==> src/rtl/bram_bank_scheduler_pkg.sv <==
// Shared types and defaults for the BRAM bank scheduler.
// No logic, so no latency.
// No flow control; this file holds only type and width definitions.
package bram_bank_scheduler_pkg;

  // Scheduler phases; 2-bit encoding shared by every file that decodes state.
  typedef enum logic [1:0] {
    ST_IDLE  = 2'd0,
    ST_ISSUE = 2'd1,
    ST_DRAIN = 2'd2,
    ST_DONE  = 2'd3
  } state_e;

  localparam int DEF_LUTS_PER_CLOCK  = 2;
  localparam int DEF_BRAM_COUNT      = 2;
  localparam int DEF_BRAM_COUNT_SIZE = 1;
  localparam int DEF_ADDR_SIZE       = 4;
  localparam int DEF_RAM_WIDTH       = 8;

  // Width of a lane index; a single lane still needs one bit.
  function automatic int lane_idx_width(input int lanes);
    return (lanes <= 1) ? 1 : $clog2(lanes);
  endfunction

endpackage

==> src/rtl/bram_bank_scheduler_bank_grant.sv <==
// Per-bank fixed-priority picker: grants the lowest pending lane targeting BANK.
// Purely combinational, zero latency.
// No flow control; the caller decides when the grant is consumed.
module bram_bank_scheduler_bank_grant
  import bram_bank_scheduler_pkg::*;
#(
  parameter int LANES  = DEF_LUTS_PER_CLOCK,
  parameter int NUM_W  = DEF_BRAM_COUNT_SIZE,
  parameter int ADDR_W = DEF_ADDR_SIZE,
  parameter int BANK   = 0
) (
  input  logic [LANES-1:0]        pending_i,
  input  logic [LANES*NUM_W-1:0]  numbers_i,
  input  logic [LANES*ADDR_W-1:0] addrs_i,
  output logic [LANES-1:0]        grant_o,
  output logic                    en_o,
  output logic [ADDR_W-1:0]       addr_o
);

  logic found;

  // Scan lanes upward; the first pending lane on this bank wins the bank.
  always_comb begin
    found   = 1'b0;
    grant_o = '0;
    addr_o  = '0;
    for (int k = 0; k < LANES; k++) begin
      if (!found && pending_i[k] && (int'(numbers_i[k*NUM_W +: NUM_W]) == BANK)) begin
        found      = 1'b1;
        grant_o[k] = 1'b1;
        addr_o     = addrs_i[k*ADDR_W +: ADDR_W];
      end
    end
    en_o = found;
  end

endmodule

==> src/rtl/bram_bank_scheduler.sv <==
// Shares BRAM banks among a batch of lane requests, serialising bank conflicts over passes.
// Latency: out_valid is high in the cycle P+2 after the accept cycle (P = max lanes on one bank, min 1).
// Backpressure: req_ready only in IDLE; one batch in flight, next accepted the cycle after out_valid.
module bram_bank_scheduler
  import bram_bank_scheduler_pkg::*;
#(
  parameter int LUTS_PER_CLOCK  = DEF_LUTS_PER_CLOCK,
  parameter int BRAM_COUNT      = DEF_BRAM_COUNT,
  parameter int BRAM_COUNT_SIZE = DEF_BRAM_COUNT_SIZE,
  parameter int ADDR_SIZE       = DEF_ADDR_SIZE,
  parameter int RAM_WIDTH       = DEF_RAM_WIDTH,
  localparam int LUT_INDEX_SIZE = lane_idx_width(LUTS_PER_CLOCK)
) (
  input  logic                                  clock,
  input  logic                                  reset_n,
  input  logic                                  req_valid,
  output logic                                  req_ready,
  input  logic [LUTS_PER_CLOCK*BRAM_COUNT_SIZE-1:0] req_numbers,
  input  logic [LUTS_PER_CLOCK*ADDR_SIZE-1:0]   req_addrs,
  output logic [BRAM_COUNT-1:0]                 bram_en,
  output logic [BRAM_COUNT*ADDR_SIZE-1:0]       bram_addrs,
  input  logic [BRAM_COUNT*RAM_WIDTH-1:0]       bram_data,
  output logic                                  out_valid,
  output logic [LUTS_PER_CLOCK*RAM_WIDTH-1:0]   out_data,
  output logic [LUT_INDEX_SIZE:0]               pass_count,
  output logic                                  bad_bank
);

  localparam int L   = LUTS_PER_CLOCK;
  localparam int BS  = BRAM_COUNT_SIZE;
  localparam int PCW = LUT_INDEX_SIZE + 1;

  state_e state_q, state_d;

  logic [L*BS-1:0]        numbers_q, numbers_d;
  logic [L*ADDR_SIZE-1:0] addrs_q, addrs_d;
  logic [L-1:0]           pending_q, pending_d;
  logic [L-1:0]           inflight_q, inflight_d;
  logic [L*RAM_WIDTH-1:0] out_data_q, out_data_d;
  logic [PCW-1:0]         pass_count_q, pass_count_d;
  logic                   bad_bank_q, bad_bank_d;

  logic [L-1:0]                  grant_w [BRAM_COUNT];
  logic [BRAM_COUNT-1:0]         en_w;
  logic [BRAM_COUNT*ADDR_SIZE-1:0] addr_w;
  logic [L-1:0]                  grant_all;
  logic [L-1:0]                  illegal;
  logic [L-1:0]                  pending_left;

  // One picker per bank; all see the same pending mask so each lane lands on at most one bank.
  for (genvar b = 0; b < BRAM_COUNT; b++) begin : g_bank
    bram_bank_scheduler_bank_grant #(
      .LANES  (L),
      .NUM_W  (BS),
      .ADDR_W (ADDR_SIZE),
      .BANK   (b)
    ) u_grant (
      .pending_i (pending_q),
      .numbers_i (numbers_q),
      .addrs_i   (addrs_q),
      .grant_o   (grant_w[b]),
      .en_o      (en_w[b]),
      .addr_o    (addr_w[b*ADDR_SIZE +: ADDR_SIZE])
    );
  end

  // Merge per-bank grants and flag pending lanes whose bank number does not exist.
  always_comb begin
    grant_all = '0;
    illegal   = '0;
    for (int b = 0; b < BRAM_COUNT; b++) begin
      grant_all = grant_all | grant_w[b];
    end
    for (int k = 0; k < L; k++) begin
      illegal[k] = pending_q[k] && (int'(numbers_q[k*BS +: BS]) >= BRAM_COUNT);
    end
    // Illegal lanes retire on their first issue edge without ever being read.
    pending_left = pending_q & ~grant_all & ~illegal;
  end

  // State register.
  always_ff @(posedge clock) begin
    if (!reset_n) state_q <= ST_IDLE;
    else          state_q <= state_d;
  end

  // Next-state: stay in ISSUE until every lane has been granted or retired.
  always_comb begin
    state_d = state_q;
    case (state_q)
      ST_IDLE:  if (req_valid) state_d = ST_ISSUE;
      ST_ISSUE: if (pending_left == '0) state_d = ST_DRAIN;
      ST_DRAIN: state_d = ST_DONE;
      ST_DONE:  state_d = ST_IDLE;
      default:  state_d = ST_IDLE;
    endcase
  end

  // Outputs decoded from registered state; bank ports are driven only while issuing.
  always_comb begin
    req_ready  = (state_q == ST_IDLE);
    out_valid  = (state_q == ST_DONE);
    bram_en    = '0;
    bram_addrs = '0;
    if (state_q == ST_ISSUE) begin
      bram_en    = en_w;
      bram_addrs = addr_w;
    end
  end

  // Datapath next-state: latch batch, retire grants, collect read words one cycle after issue.
  always_comb begin
    numbers_d    = numbers_q;
    addrs_d      = addrs_q;
    pending_d    = pending_q;
    inflight_d   = inflight_q;
    out_data_d   = out_data_q;
    pass_count_d = pass_count_q;
    bad_bank_d   = bad_bank_q;
    case (state_q)
      ST_IDLE: begin
        if (req_valid) begin
          numbers_d    = req_numbers;
          addrs_d      = req_addrs;
          pending_d    = '1;
          inflight_d   = '0;
          out_data_d   = '0;
          pass_count_d = '0;
          bad_bank_d   = 1'b0;
        end
      end
      ST_ISSUE, ST_DRAIN: begin
        // Words for last cycle's grants are on bram_data now; route each back to its lane.
        for (int k = 0; k < L; k++) begin
          for (int b = 0; b < BRAM_COUNT; b++) begin
            if (inflight_q[k] && (int'(numbers_q[k*BS +: BS]) == b)) begin
              out_data_d[k*RAM_WIDTH +: RAM_WIDTH] = bram_data[b*RAM_WIDTH +: RAM_WIDTH];
            end
          end
        end
        if (state_q == ST_ISSUE) begin
          pending_d  = pending_left;
          inflight_d = grant_all;
          if (grant_all != '0) pass_count_d = pass_count_q + {{(PCW-1){1'b0}}, 1'b1};
          if (illegal != '0)   bad_bank_d   = 1'b1;
        end else begin
          inflight_d = '0;
        end
      end
      default: ;
    endcase
  end

  // Datapath registers; reset discards any batch in flight.
  always_ff @(posedge clock) begin
    if (!reset_n) begin
      numbers_q    <= '0;
      addrs_q      <= '0;
      pending_q    <= '0;
      inflight_q   <= '0;
      out_data_q   <= '0;
      pass_count_q <= '0;
      bad_bank_q   <= 1'b0;
    end else begin
      numbers_q    <= numbers_d;
      addrs_q      <= addrs_d;
      pending_q    <= pending_d;
      inflight_q   <= inflight_d;
      out_data_q   <= out_data_d;
      pass_count_q <= pass_count_d;
      bad_bank_q   <= bad_bank_d;
    end
  end

  assign out_data   = out_data_q;
  assign pass_count = pass_count_q;
  assign bad_bank   = bad_bank_q;

endmodule

==> config.mk <==
export PLATFORM = sky130hd
export DESIGN_NAME = bram_bank_scheduler
export DESIGN_NICKNAME = d
export VERILOG_FILES = /design/src/rtl/bram_bank_scheduler_pkg.sv /design/src/rtl/bram_bank_scheduler_bank_grant.sv /design/src/rtl/bram_bank_scheduler.sv
export SDC_FILE = /design/constraint.sdc
export NUM_CORES = 1
export LEC_CHECK = 0
export CAP_MARGIN = 20
export CORE_ASPECT_RATIO = 1.2
export CORE_UTILIZATION = 48
export CTS_BUF_LIST = sky130_fd_sc_hd__clkbuf_4 sky130_fd_sc_hd__clkbuf_8
export DETAILED_ROUTE_END_ITERATION = 6
export PLACE_DENSITY = 0.83
export SYNTH_ARGS = -nofsm -noshare
export SYNTH_HDL_FRONTEND = slang
export SYNTH_SLANG_ARGS = --single-unit
==> constraint.sdc <==
create_clock -name clock -period 2.7 [get_ports clock]
set_clock_uncertainty 0.15 [all_clocks]
set_input_delay 0.54 -clock clock [delete_from_list [all_inputs] [get_ports clock]]
set_output_delay 0.54 -clock clock [all_outputs]
set_load 0.1 [all_outputs]
; ---- After elaboration in Yosys (flattened, before gate mapping)
; Cells that the tools add are included.
; Widths: inputs -> output; s select.
[word_totals]
regBits = 34
latch_bits = 0
mem_bits_rw = 0
rom_bits = 0
inputBits = 29
out_inout_bits = 31
wordCells = 77
memories = 0
[classes]
add_sub_neg = 1
multipliers = 0
n_div = 0
n_lt_le_gt_ge = 0
eq_ne = 9
shift = 0
muxes = 30
n_bitwise = 5
reduce_logical = 24
[ops]
columns = cell, count
row1 = $mux 8, 5
row2 = $pmux 16 s2, 1
row3 = $mux 2, 9
row4 = $mux 16, 1
row5 = $mux 4, 4
row6 = $pmux 2 s2, 3
row7 = $logic_and 1x1->1, 10
row8 = $reduce_and 3->1, 3
row9 = $ne 2x2->1 const B, 4
row10 = $pmux 2 s4, 1
row11 = $mux 1, 6
row12 = $ne 3x3->1 const B, 2
row13 = $reduce_and 2->1, 3
row14 = $eq 2x2->1 const B, 2
row15 = $logic_not 2->1, 2
row16 = $reduce_and 4->1, 1
row17 = $reduce_bool 2->1, 2
row18 = $add 2x1->2 const B, 1
row19 = $and 2x2->2, 1
row20 = $eq 2x1->1 const B, 1
row21 = $logic_not 1->1, 2
row22 = $not 1->1, 2
row23 = $not 2->2, 1
row24 = $or 2x2->2, 1
row25 = $reduce_or 2->1, 1

; ---- Depth between registers and ports, before layout
; Gate-level depths: netlist of the first run.
[logic_depth]
depth_word = 13
mapped_depth = 7
mapped_depth_nobuf = 5

; ---- Modules after synthesis
; Synthesis of the first run repeated with hierarchy kept, for this count alone.
[hier_totals]
cells_unflattened = 243
area_unflattened_um2 = 1989.4
[by_module_without_submodules]
columns = module, n_inst, cells_per_inst, area_per_inst_um2
row1 = bram_bank_scheduler, 1, 209, 1737.9
row2 = bram_bank_scheduler_bank_grant (g_bank[0].u_grant), 1, 17, 145.1
row3 = bram_bank_scheduler_bank_grant (g_bank[1].u_grant), 1, 17, 106.4

; ---- Worst setup path before layout of the first run
; No wires, ideal clock.
[synth_timing]
kind = reg2out
startpoint = register state_q[1]
endpoint = output port bram_addrs[6]
t_arrival_ns = 3.136
t_required_ns = 2.010
setup_slack_ns = -1.126
path_stages_with_launch = 6
n_path_buf = 1
path_cell_list = dfxtp_1 inv_1 ha_1 clkbuf_1 o21ai_0 nor3_1
[synth_via]
elab_chain_cells = 2
[synth_lines]
columns = element, line
row1 = from (decl), bram_bank_scheduler.sv:33  ; state_e state_q, state_d;
row2 = from (signal assigned), bram_bank_scheduler.sv:84  ; else state_q <= state_d;
row3 = $eq 2x1->1, bram_bank_scheduler.sv:105  ; if (state_q == ST_ISSUE) begin
row4 = $mux 8, bram_bank_scheduler.sv:105
row5 = to (decl), bram_bank_scheduler.sv:21  ; output logic [BRAM_COUNT*ADDR_SIZE-1:0] bram_addrs,
; No other way between the ends.

; ---- Worst setup path after layout of the first run
[layout_timing]
startpoint = register pending_q[1]
endpoint = output port bram_addrs[7]
[layout_via]
elab_chain_cells = 4
[layout_lines]
columns = element, line
row1 = from (decl), bram_bank_scheduler.sv:37  ; logic [L-1:0] pending_q, pending_d;
row2 = from (signal assigned), bram_bank_scheduler.sv:167  ; pending_q <= pending_d;
row3 = $logic_and 1x1->1 (2 in series), bram_bank_scheduler_bank_grant.sv:28  ; if (!found && pending_i[k] && (int'(numbers_i[k*NUM_W +: NUM_W]) == BANK)) begin
row4 = $mux 4, bram_bank_scheduler_bank_grant.sv:28
row5 = $mux 8, bram_bank_scheduler.sv:105
; No other way between the ends.

==> summary.txt, run 1 <==
Worst setup path
  – CP Data Arrival Time: 1.79 ns
  – Critical R2R Capture: out_data[5]
  – Type of the worst setup path: reg2out
  – Data required time of the critical path: ~2 ns
  – Crit path depth: 4
  – Cells traversed along the worst timing path: and2_1 > o21ai_0 > a21oi_1 > buf_12
  – Worst Path Max Fanout: 7
  – R2R depth: 6
  – Internal reg-to-reg setup slack: 0.43 ns
  – CP max stage cell: sky130_fd_sc_hd__o21ai_0
  – Kind of cell adding the most delay to the critical path: compound AO/OA/AOI/OAI gates
  – Critical path's largest stage delay: around 0.50 ns
  – Critical Path End Type: primary output
  – Reg-to-reg startpoint: state_q[0]
  – Setup crit start kind: register
  – WP buf/inv: 1

Clocking
  – Clock transition at the registers of the reported paths: 0.07 ns
  – Count of clock tree sinks: 34
  – Count of instances resized after the clock tree is built: 0
  – CTS hold repair buffers: 0
  – Number of H-tree levels: 2
  – Number of CTS-inserted buffers: 5
  – Root Driver: sky130_fd_sc_hd__clkbuf_8
  – Max clock buf depth: 2
  – Post-CTS setup repair buffer count: 0
  – TritonCTS clock tree: built
  – Clock insertion delay at the later pin of the skew report: 0.30 ns

Yosys
  – Post-synthesis sequential area ratio: 0.362
  – Number of warnings issued by yosys: 0
  – Largest cells by area after synthesis: sky130_fd_sc_hd__dfxtp_1 (36%), sky130_fd_sc_hd__a21oi_1 (8.5%), sky130_fd_sc_hd__a311oi_1 (7.5%)
  – Mean instance size in the synthesized netlist: just under 8 sq um
  – Fraction of post-synthesis cell area in the top cell type by area: 0.362
  – Number of standard cells after synthesis: 242
  – Number of distinct library cells after synthesis: 34
  – Dominant cell type by area after synthesis: sky130_fd_sc_hd__dfxtp_1
  – Syn Std Cell Area: 1880 sq um
  – Net count of the mapped netlist: 276
  – #FFs+latches synth: 34

Drt
  – Post-DRT Antenna Nets: 0
  – Routed vias/inst: 5.94
  – Routed wire length: 5.37 mm
  – Post-detailed-route wirelength per cell: 15.6 microns
  – Drt pass-1 iters: 4
  – Final routed DRC violation total: 0
  – Via count of the routed design: approximately 2,000
  – DRT iter0 DRCs: 119

Layout
  – Layout cells sized above 1: 0.178
  – Number of nets at the end of the flow: 325
  – Register cell area after layout: 681 sq um
  – Final cell utilization of the core: 0.725
  – Number of inserted filler cells in the final layout: approximately 300
  – Footprint of the multi-input gates: approximately 1100 sq um
  – Area growth from synthesis to final layout: 42.5%
  – N_diodes: 0

Run
  – Number of violations of the max-capacitance limit: 0

Global routing
  – Pin count of the biggest net entering global routing: 29
  – Number of global-route vias before repair: around 1,900
  – Global-route wire length before repair: 8.73 mm
  – Total GRT Usage: 0.280
  – Antenna violations before repair: 0
  – Overflow after GRT: 0

Timing
  – Hold slack final: 0.331 ns
  – Post-layout min period: about 2.5 ns
  – Final slew viol count: 0
  – Setup violation total in the final timing report: 0
  – Unrepaired setup endpoints after global routing: false
  – Tightest Pin Transition: approximately 0.60 ns
  – Worst slew margin: 0.593
  – Ratio of final minimum period to clock period: 0.919
  – Upper clock frequency limit: 403 MHz
  – Final count of hold timing violations: 0

Place
  – GP Congestion: 0.901
  – Detailed-placement wirelength estimate: 3.77 mm
  – Quantity of I/O buffers inserted on ports: 58

Die
  – Die height: 70.5 microns
  – Die Footprint: 4170 sq um
  – Floorplan core area: 3690 sq um
  – Number of cell rows: 24
  – IO Pins: 60
  – Die Span X: 59.1 microns
  – Initial core utilization: 0.509

Power
  – Cell Pwr Density: between 1000 and 1500 nW/um^2
  – Power after layout: roughly 0.0035 W
  – Maximum VDD drop: 0.00122 V
  – Leakage component of the power: between 0.9 and 1 nW

Hold path
  – Start point of the worst min-delay path: addrs_q[5]
  – Number of cells on the worst hold path: 2
  – Capture endpoint of the worst hold path: addrs_q[5]
  – Hold crit path type: reg2reg

Run status
  – Status: finished clean
-- state kept, by name, indices dropped and copies added, names as in the netlist --
name        flops
inflight_q      2
out_data       16
addrs_q         8
numbers_q       2
pass_count      2
state_q         2
pending_q       2
-- cells by family after synthesis --
group                    Yosys count  synth area share
AND/OR/NAND/NOR                  101             0.276
AO/OA/AOI/OAI                     68             0.232
flip-flops                        34             0.362
buffers and inverters             28            0.0666
adder cells (fa/ha/maj)            5            0.0333
multiplexers                       4            0.0240
other                              1           0.00200
XOR/XNOR                           1           0.00466
-- layer usage --
metal / global-route usage / share of wire / routed length [microns]
met5: 0 / 0 / 0
met4: 0.148 / 0.035 / 187
met3: 0.0676 / 0.065 / 347
met2: 0.442 / 0.49 / 2610
met1: 0.348 / 0.41 / 2230
-- synth_stat cells --
library cell / n
sky130_fd_sc_hd__a21boi_0: 5
sky130_fd_sc_hd__a21oi_1: 32
sky130_fd_sc_hd__a311oi_1: 16
sky130_fd_sc_hd__a41oi_1: 1
sky130_fd_sc_hd__and2_1: 7
sky130_fd_sc_hd__and4b_1: 1
sky130_fd_sc_hd__buf_2: 7
sky130_fd_sc_hd__buf_4: 1
sky130_fd_sc_hd__buf_6: 1
sky130_fd_sc_hd__clkbuf_1: 14
sky130_fd_sc_hd__clkinv_1: 1
sky130_fd_sc_hd__conb_1: 1
sky130_fd_sc_hd__dfxtp_1: 34
sky130_fd_sc_hd__ha_1: 5
sky130_fd_sc_hd__inv_1: 4
sky130_fd_sc_hd__mux2_4: 1
sky130_fd_sc_hd__mux2i_1: 3
sky130_fd_sc_hd__nand2_1: 32
sky130_fd_sc_hd__nand2b_1: 4
sky130_fd_sc_hd__nand3_1: 24
sky130_fd_sc_hd__nand3b_1: 4
sky130_fd_sc_hd__nand4_1: 17
sky130_fd_sc_hd__nor2_1: 4
sky130_fd_sc_hd__nor2b_1: 2
sky130_fd_sc_hd__nor3_1: 3
sky130_fd_sc_hd__o211a_1: 1
sky130_fd_sc_hd__o21a_1: 2
sky130_fd_sc_hd__o21ai_0: 9
sky130_fd_sc_hd__o311a_1: 1
sky130_fd_sc_hd__o32ai_1: 1
sky130_fd_sc_hd__or2_2: 1
sky130_fd_sc_hd__or2b_1: 1
sky130_fd_sc_hd__or3_1: 1
sky130_fd_sc_hd__xnor2_1: 1
-- power by group --
part / leakage [nW] / total [W] / switching (W) / internal, W
registers: 0.279 / 0.000739 / 0.0000955 / 0.000644
clock network: 0.0683 / 0.000575 / 0.000205 / 0.000370
logic: 0.644 / 0.00217 / 0.00156 / 0.000616
-- worst max path at each step --
stage / start / to / slack (ns)
floorplan: state_q[1] / bram_addrs[4] / -0.54
global placement: reset_n / pass_count[0] / 0.49
detailed placement: reset_n / pass_count[0] / 0.46
CTS: pending_q[1] / bram_addrs[5] / 0.27
global route: pending_q[1] / bram_addrs[7] / 0.13
finish: pending_q[1] / bram_addrs[7] / 0.22
-- stage by stage --
step                      area (sq um)  worst slack [ns]  setup TNS [ns]  cells
after floorplan                   1900            -0.540           -1.89    242
after global placement            2540             0.492               0    336
after detailed placement          2540             0.462               0    336
after CTS                         2680             0.265               0    344
after global routing              2680             0.133               0    344
final                             2680             0.219               0    344
-- cells in the final DEF (no fill, tap or decap), types with 5 or more instances in the layout --
master / instances
sky130_fd_sc_hd__dfxtp_1: 34
sky130_fd_sc_hd__nand3_1: 24
sky130_fd_sc_hd__a311oi_1: 16
sky130_fd_sc_hd__a21oi_1: 32
sky130_fd_sc_hd__clkbuf_8: 5
sky130_fd_sc_hd__clkdlybuf4s50_1: 28
sky130_fd_sc_hd__buf_12: 10
sky130_fd_sc_hd__nand2_1: 32
sky130_fd_sc_hd__buf_4: 27
sky130_fd_sc_hd__o21ai_0: 9
sky130_fd_sc_hd__and2_1: 7
sky130_fd_sc_hd__nand4_1: 17
sky130_fd_sc_hd__ha_1: 5
-- area by class of cell --
cell class                      instances  area share
Multi-Input combinational cell        180       0.408
Timing Repair Buffer                   65       0.255
Sequential cell                        34       0.254
Clock buffer                            5      0.0257
Clock inverter                          3      0.0257
Tap cell                               52      0.0243
Inverter                                5     0.00701
-- worst register-to-register path: stages, from the launching register on --
cell and delay (ns):
sky130_fd_sc_hd__dfxtp_1 0.38, sky130_fd_sc_hd__inv_1 0.10, sky130_fd_sc_hd__ha_1 0.40, sky130_fd_sc_hd__buf_4 0.29
sky130_fd_sc_hd__nand2b_1 0.26, sky130_fd_sc_hd__and2_1 0.33, sky130_fd_sc_hd__a311oi_1 0.26
(Power assumes the default switching activity.)
==> run 2, diff against run 1 <==
--- a/config.mk
+++ b/config.mk
@@ -10,6 +10,7 @@
 export CORE_UTILIZATION = 48
 export CTS_BUF_LIST = sky130_fd_sc_hd__clkbuf_4 sky130_fd_sc_hd__clkbuf_8
 export DETAILED_ROUTE_END_ITERATION = 6
+export MAX_ROUTING_LAYER = met4
 export PLACE_DENSITY = 0.83
 export SYNTH_ARGS = -nofsm -noshare
 export SYNTH_HDL_FRONTEND = slang
==> constraint.sdc (replaced) <==
create_clock -name clock -period 2.83 [get_ports clock]
set_clock_uncertainty 0.15 [all_clocks]
set_input_delay 0.566 -clock clock [delete_from_list [all_inputs] [get_ports clock]]
set_output_delay 0.566 -clock clock [all_outputs]
set_load 0.1 [all_outputs]
==> run 2 against run 1 <==
Sequential share of layout area rose by 0.41 points. Final area down 1.6%. Hold slack got worse by 0.0072 ns. Sequential power is 2% lower. Combinational power decreased by 6%. Power is 9.7% lower. Global-route usage is 0.36 points lower. Wire length is 1.3% lower. Core utilization decreased by 1.2 points. Largest cell class unchanged. Largest power group unchanged. Highest routed layer unchanged.
==> summary.txt, run 2 (synthesis gave the netlist of run 1 again) <==
Drt
  – Via count of the routed design: 2,052 (+0.49%)
  – Final routed DRC violation total: 0 (unchanged)
  – Routed vias/inst: 5.97 (+0.49%)
  – Post-detailed-route wirelength per cell: 15.4 microns (-1.3%)
  – Drt pass-1 iters: 4 (unchanged)
  – Post-DRT Antenna Nets: 0 (unchanged)
  – Routed wire length: 5.30 mm (-1.3%)
  – DRT iter0 DRCs: 136 (+14%)

Timing
  – Final count of hold timing violations: 0 (unchanged)
  – Upper clock frequency limit: 382 MHz
  – Setup violation total in the final timing report: 0 (unchanged)
  – Final slew viol count: 0 (unchanged)
  – Tightest Pin Transition: 0.584 ns (-0.0202 ns)
  – Post-layout min period: 2.62 ns
  – Unrepaired setup endpoints after global routing: false
  – Ratio of final minimum period to clock period: 0.926
  – Worst slew margin: 0.606 (+0.0136)
  – Crit path setup slack, layout: 0.210 ns (-0.00964 ns)
  – Setup Total Neg Slack: 0 ns (unchanged)

Power
  – Maximum VDD drop: 0.000834 V (-32%)
  – Cell Pwr Density: 1190 nW/um^2 (-8.2%)
  – Leakage component of the power: 0.975 nW (-1.7%)
  – Power after layout: 0.00315 W (-9.7%)

Clocking
  – Count of instances resized after the clock tree is built: 0 (unchanged)
  – CTS hold repair buffers: 0 (unchanged)
  – Number of H-tree levels: 2 (unchanged)
  – Max clock buf depth: 2 (unchanged)
  – TritonCTS clock tree: built
  – Number of CTS-inserted buffers: 5 (unchanged)
  – Clock insertion delay at the later pin of the skew report: 0.29 ns (about the same)
  – Root Driver: sky130_fd_sc_hd__clkbuf_8
  – Clock transition at the registers of the reported paths: 0.07 ns (about the same)
  – Post-CTS setup repair buffer count: 0 (unchanged)
  – Count of clock tree sinks: 34 (unchanged)

Worst setup path
  – Critical Path End Type: primary output
  – Internal reg-to-reg setup slack: 0.51 ns (+0.08 ns)
  – Data required time of the critical path: 2.11 ns (+0.10 ns)
  – Type of the worst setup path: reg2out
  – Setup crit start kind: register
  – CP Data Arrival Time: 1.90 ns (+0.11 ns)
  – Worst Path Max Fanout: 15 (+8)

Die
  – Number of cell rows: 24 (unchanged)
  – IO Pins: 60 (unchanged)
  – Initial core utilization: 0.509 (unchanged)
  – Die Footprint: 4170 sq um (unchanged)
  – Die height: 70.5 microns (unchanged)
  – Die Span X: 59.1 microns (unchanged)
  – Floorplan core area: 3690 sq um (unchanged)

Global routing
  – Global-route wire length before repair: 8.60 mm (-1.4%)
  – Antenna violations before repair: 0 (unchanged)
  – Total GRT Usage: 0.276 (-0.00359)
  – Pin count of the biggest net entering global routing: 23 (-21%)
  – Number of global-route vias before repair: 1,913 (+2.7%)
  – Overflow after GRT: 0 (unchanged)

Place
  – GP Congestion: 0.922 (+2.4%)
  – Detailed-placement wirelength estimate: 3.79 mm (+0.68%)
  – Placed insts: 336 (unchanged)
  – Quantity of I/O buffers inserted on ports: 58 (unchanged)
  – Pre-CTS WS: 0.524 ns (+0.0618 ns)

Layout
  – Largest register FFs: 16 (unchanged)
  – Post-Layout Cell Count: 344 (unchanged)
  – Most common library cell in the layout ignoring fill and taps: sky130_fd_sc_hd__dfxtp_1
  – Final cell utilization of the core: 0.714 (-0.0115)
  – Highest-count cells in the layout ignoring fill and taps: sky130_fd_sc_hd__dfxtp_1 (34), sky130_fd_sc_hd__nand2_1 (32), sky130_fd_sc_hd__a21oi_1 (32)
  – Layout cells sized above 1: 0.178 (unchanged)
  – Area growth from synthesis to final layout: 40.3%
  – N_diodes: 0 (unchanged)
  – Number of nets at the end of the flow: 325 (unchanged)

Run status
  – Status: finished clean

Hold path
  – Hold crit path type: reg2reg

Run
  – Number of violations of the max-capacitance limit: 0 (unchanged)
-- run 2: changes by cell type in the layout (fill, tap and decap cells not counted) --
| cell | change |
|---|---|
| sky130_fd_sc_hd__bufinv_16 | -2 |
| sky130_fd_sc_hd__clkbuf_4 | +1 |
| sky130_fd_sc_hd__clkbuf_8 | +1 |
| sky130_fd_sc_hd__clkinv_2 | +1 |
| sky130_fd_sc_hd__clkinv_4 | -1 |
-- run 2: per-layer routing --
layer  track usage  vias to the layer above  routed length (microns)
li1              -                      986                        -
met1         0.316                      934                     2090
met2         0.448                      114                     2650
met3        0.0494                       18                      391
met4         0.153                        0                      167
met5             -                        -                        0
-- run 2: per-stage QoR --
stage	cell area (sq um)	hold slack [ns]
CTS	2640	0.323
detailed placement	2540	0.314
floorplan	1900	0.296
global placement	2540	0.304
global route	2640	0.351
finish	2640	0.324
-- run 2: final timing paths --
kind | to | start | cells past startpoint
setup / recovery | bram_addrs[7] | numbers_q[1] | 4
hold / removal | addrs_q[1] | addrs_q[1] | 2
setup reg to reg | out_data[14] | state_q[1] | 6
hold reg to reg | addrs_q[1] | addrs_q[1] | 2
-- run 2: where the power goes --
part / total [W] / internal [W] / switching (W) / leakage, nW
combinational: 0.00205 / 0.000588 / 0.00146 / 0.644
clock: 0.000380 / 0.000206 / 0.000175 / 0.0517
sequential: 0.000721 / 0.000615 / 0.000106 / 0.279
-- run 2: cell type report --
| cell class | instances | area (sq um) |
|---|---|---|
| clock inverters | 1 | 5.00 |
| clock buffers | 7 | 90.1 |
| fillers | 310 | 1060 |
| multi-input cells | 180 | 1090 |
| inverters | 5 | 18.8 |
| repair buffers | 65 | 683 |
| well taps | 52 | 65.1 |
| flip-flops and latches | 34 | 681 |
-- run 2: worst max-delay path, stage by stage (launching register included) --
cell and delay (ns):
sky130_fd_sc_hd__dfxtp_1 0.62, sky130_fd_sc_hd__and2_1 0.26, sky130_fd_sc_hd__o21ai_0 0.22, sky130_fd_sc_hd__a21oi_1 0.30, sky130_fd_sc_hd__buf_12 0.21
==> run 3, diff against run 2 <==
--- a/config.mk
+++ b/config.mk
@@ -9,8 +9,8 @@
 export CORE_ASPECT_RATIO = 1.2
 export CORE_UTILIZATION = 48
 export CTS_BUF_LIST = sky130_fd_sc_hd__clkbuf_4 sky130_fd_sc_hd__clkbuf_8
+export CTS_CLUSTER_SIZE = 8
 export DETAILED_ROUTE_END_ITERATION = 6
-export MAX_ROUTING_LAYER = met4
 export PLACE_DENSITY = 0.83
 export SYNTH_ARGS = -nofsm -noshare
 export SYNTH_HDL_FRONTEND = slang
==> run 3 against run 2 <==
Register-to-register slack is essentially flat. Final area is the same. Clock power is essentially flat. Highest routed layer unchanged. Fmax shrank 0.35%. Via count grew 0.19%. First-iteration DRC count shrank 5.1%. Largest cell class unchanged. Critical path type unchanged. Critical endpoint unchanged. Hold slack gained 0.00091 ns. Final cell count is the same.
==> summary.txt, run 3 (synthesis gave the netlist of run 1 again) <==
Run status
  – Status: finished clean

Timing
  – Unrepaired setup endpoints after global routing: false
  – Crit path setup slack, layout: 0.201 ns (-0.00919 ns)
  – Setup Total Neg Slack: 0 ns (unchanged)
  – Upper clock frequency limit: 380 MHz (-0.35%)
  – Final count of hold timing violations: 0 (unchanged)
  – Setup violation total in the final timing report: 0 (unchanged)
  – Final slew viol count: 0 (unchanged)
  – Tightest Pin Transition: 0.577 ns (-0.00773 ns)
  – Worst slew margin: 0.611 (+0.00521)
  – Post-layout min period: 2.63 ns (+0.00919 ns)
  – Ratio of final minimum period to clock period: 0.929 (+0.00325)
  – Hold slack final: 0.325 ns (+0.000912 ns)

Global routing
  – Overflow after GRT: 0 (unchanged)
  – Total GRT Usage: 0.268 (-0.00798)
  – Antenna violations before repair: 0 (unchanged)
  – Number of global-route vias before repair: 1,911 (-0.10%)
  – Pin count of the biggest net entering global routing: 23 (unchanged)
  – Global-route wire length before repair: 8.60 mm (unchanged)

Power
  – Maximum VDD drop: 0.000833 V (about the same)
  – Cell Pwr Density: 1200 nW/um^2 (about the same)
  – Leakage component of the power: 0.975 nW (unchanged)
  – Power after layout: 0.00315 W (about the same)

Clocking
  – Count of clock tree sinks: 34 (unchanged)
  – CTS hold repair buffers: 0 (unchanged)
  – Clock transition at the registers of the reported paths: 0.07 ns (about the same)
  – Number of H-tree levels: 2 (unchanged)
  – TritonCTS clock tree: built
  – Post-CTS setup repair buffer count: 0 (unchanged)
  – Root Driver: sky130_fd_sc_hd__clkbuf_8
  – Max clock buf depth: 2 (unchanged)
  – Clock insertion delay at the later pin of the skew report: 0.29 ns (about the same)
  – Count of instances resized after the clock tree is built: 0 (unchanged)
  – Number of CTS-inserted buffers: 5 (unchanged)

Hold path
  – Hold crit path type: reg2reg

Drt
  – DRT iter0 DRCs: 129 (-5.1%)
  – Final routed DRC violation total: 0 (unchanged)
  – Routed wire length: 5.31 mm (+0.17%)
  – Via count of the routed design: 2,056 (+0.19%)
  – Drt pass-1 iters: 4 (unchanged)
  – Post-detailed-route wirelength per cell: 15.4 microns (+0.17%)
  – Routed vias/inst: 5.98 (+0.19%)
  – Post-DRT Antenna Nets: 0 (unchanged)

Layout
  – Largest register FFs: 16 (unchanged)
  – Number of nets at the end of the flow: 325 (unchanged)
  – N_diodes: 0 (unchanged)
  – Area growth from synthesis to final layout: 40.3% (unchanged)
  – Layout cells sized above 1: 0.178 (unchanged)
  – Highest-count cells in the layout ignoring fill and taps: sky130_fd_sc_hd__dfxtp_1 (34), sky130_fd_sc_hd__nand2_1 (32), sky130_fd_sc_hd__a21oi_1 (32)
  – Final cell utilization of the core: 0.714 (unchanged)
  – Most common library cell in the layout ignoring fill and taps: sky130_fd_sc_hd__dfxtp_1

Worst setup path
  – Setup crit start kind: register
  – Type of the worst setup path: reg2out
  – Worst Path Max Fanout: 15 (unchanged)
  – CP Data Arrival Time: 1.91 ns (about the same)
  – Critical Path End Type: primary output
  – Data required time of the critical path: 2.11 ns (about the same)

Die
  – Initial core utilization: 0.509 (unchanged)
  – Number of cell rows: 24 (unchanged)
  – Floorplan core area: 3690 sq um (unchanged)
  – Die Footprint: 4170 sq um (unchanged)
  – IO Pins: 60 (unchanged)
  – Die height: 70.5 microns (unchanged)
  – Die Span X: 59.1 microns (unchanged)

Place
  – Detailed-placement wirelength estimate: 3.79 mm (unchanged)
  – Pre-CTS WS: 0.524 ns (unchanged)
  – GP Congestion: 0.907 (-1.7%)
  – Quantity of I/O buffers inserted on ports: 58 (unchanged)

Run
  – Number of violations of the max-capacitance limit: 0 (unchanged)
==> run 3: cell counts in the layout (fill, tap and decap cells not counted) <==
No cell type changed its count.
==> run 3: worst max-delay path, stage by stage, from the launching register on <==
cell	delay (ns)
sky130_fd_sc_hd__dfxtp_1	0.62
sky130_fd_sc_hd__and2_1	0.26
sky130_fd_sc_hd__o21ai_0	0.22
sky130_fd_sc_hd__a21oi_1	0.30
sky130_fd_sc_hd__buf_12	0.21
==> run 3: final cells by class <==
cell class / instances / area (sq um)
clock inverter: 1 / 5.00
multi-input combinational: 180 / 1090
timing repair buffer: 65 / 683
sequential: 34 / 681
clock buffer: 7 / 90.1
tap: 52 / 65.1
inverter: 5 / 18.8
fill: 310 / 1060
==> run 3: report_power, final <==
group	total, W	leakage, nW	internal, W	switching, W
Sequential	0.000722	0.279	0.000615	0.000107
Clock	0.000382	0.0517	0.000206	0.000176
Combinational	0.00205	0.644	0.000588	0.00146
Total	0.00315	0.975	0.00141	0.00174
==> run 3: stage by stage <==
| step | std cells | area, sq um |
|---|---|---|
| after floorplan | 242 | 1900 |
| after global placement | 336 | 2540 |
| after detailed placement | 336 | 2540 |
| after CTS | 344 | 2640 |
| after global routing | 344 | 2640 |
| final | 344 | 2640 |
==> run 3: final timing paths <==
path	from	end	slack, ns	cells after the start
worst max-delay path	numbers_q[1]	bram_addrs[7]	0.20	4
worst min register to register	addrs_q[1]	addrs_q[1]	0.32	2
worst min-delay path	addrs_q[1]	addrs_q[1]	0.32	2
worst max register to register	state_q[1]	out_data[14]	0.50	6
==> run 3: per-layer routing <==
layer / track usage / part of all wire / vias to the layer above / wire length, microns
met2: 0.447 / 0.50 / 109 / 2650
li1: - / - / 985 / -
met4: 0.153 / 0.032 / 0 / 172
met5: 0 / 0 / - / 0
met3: 0.0494 / 0.063 / 18 / 335
met1: 0.317 / 0.40 / 944 / 2150
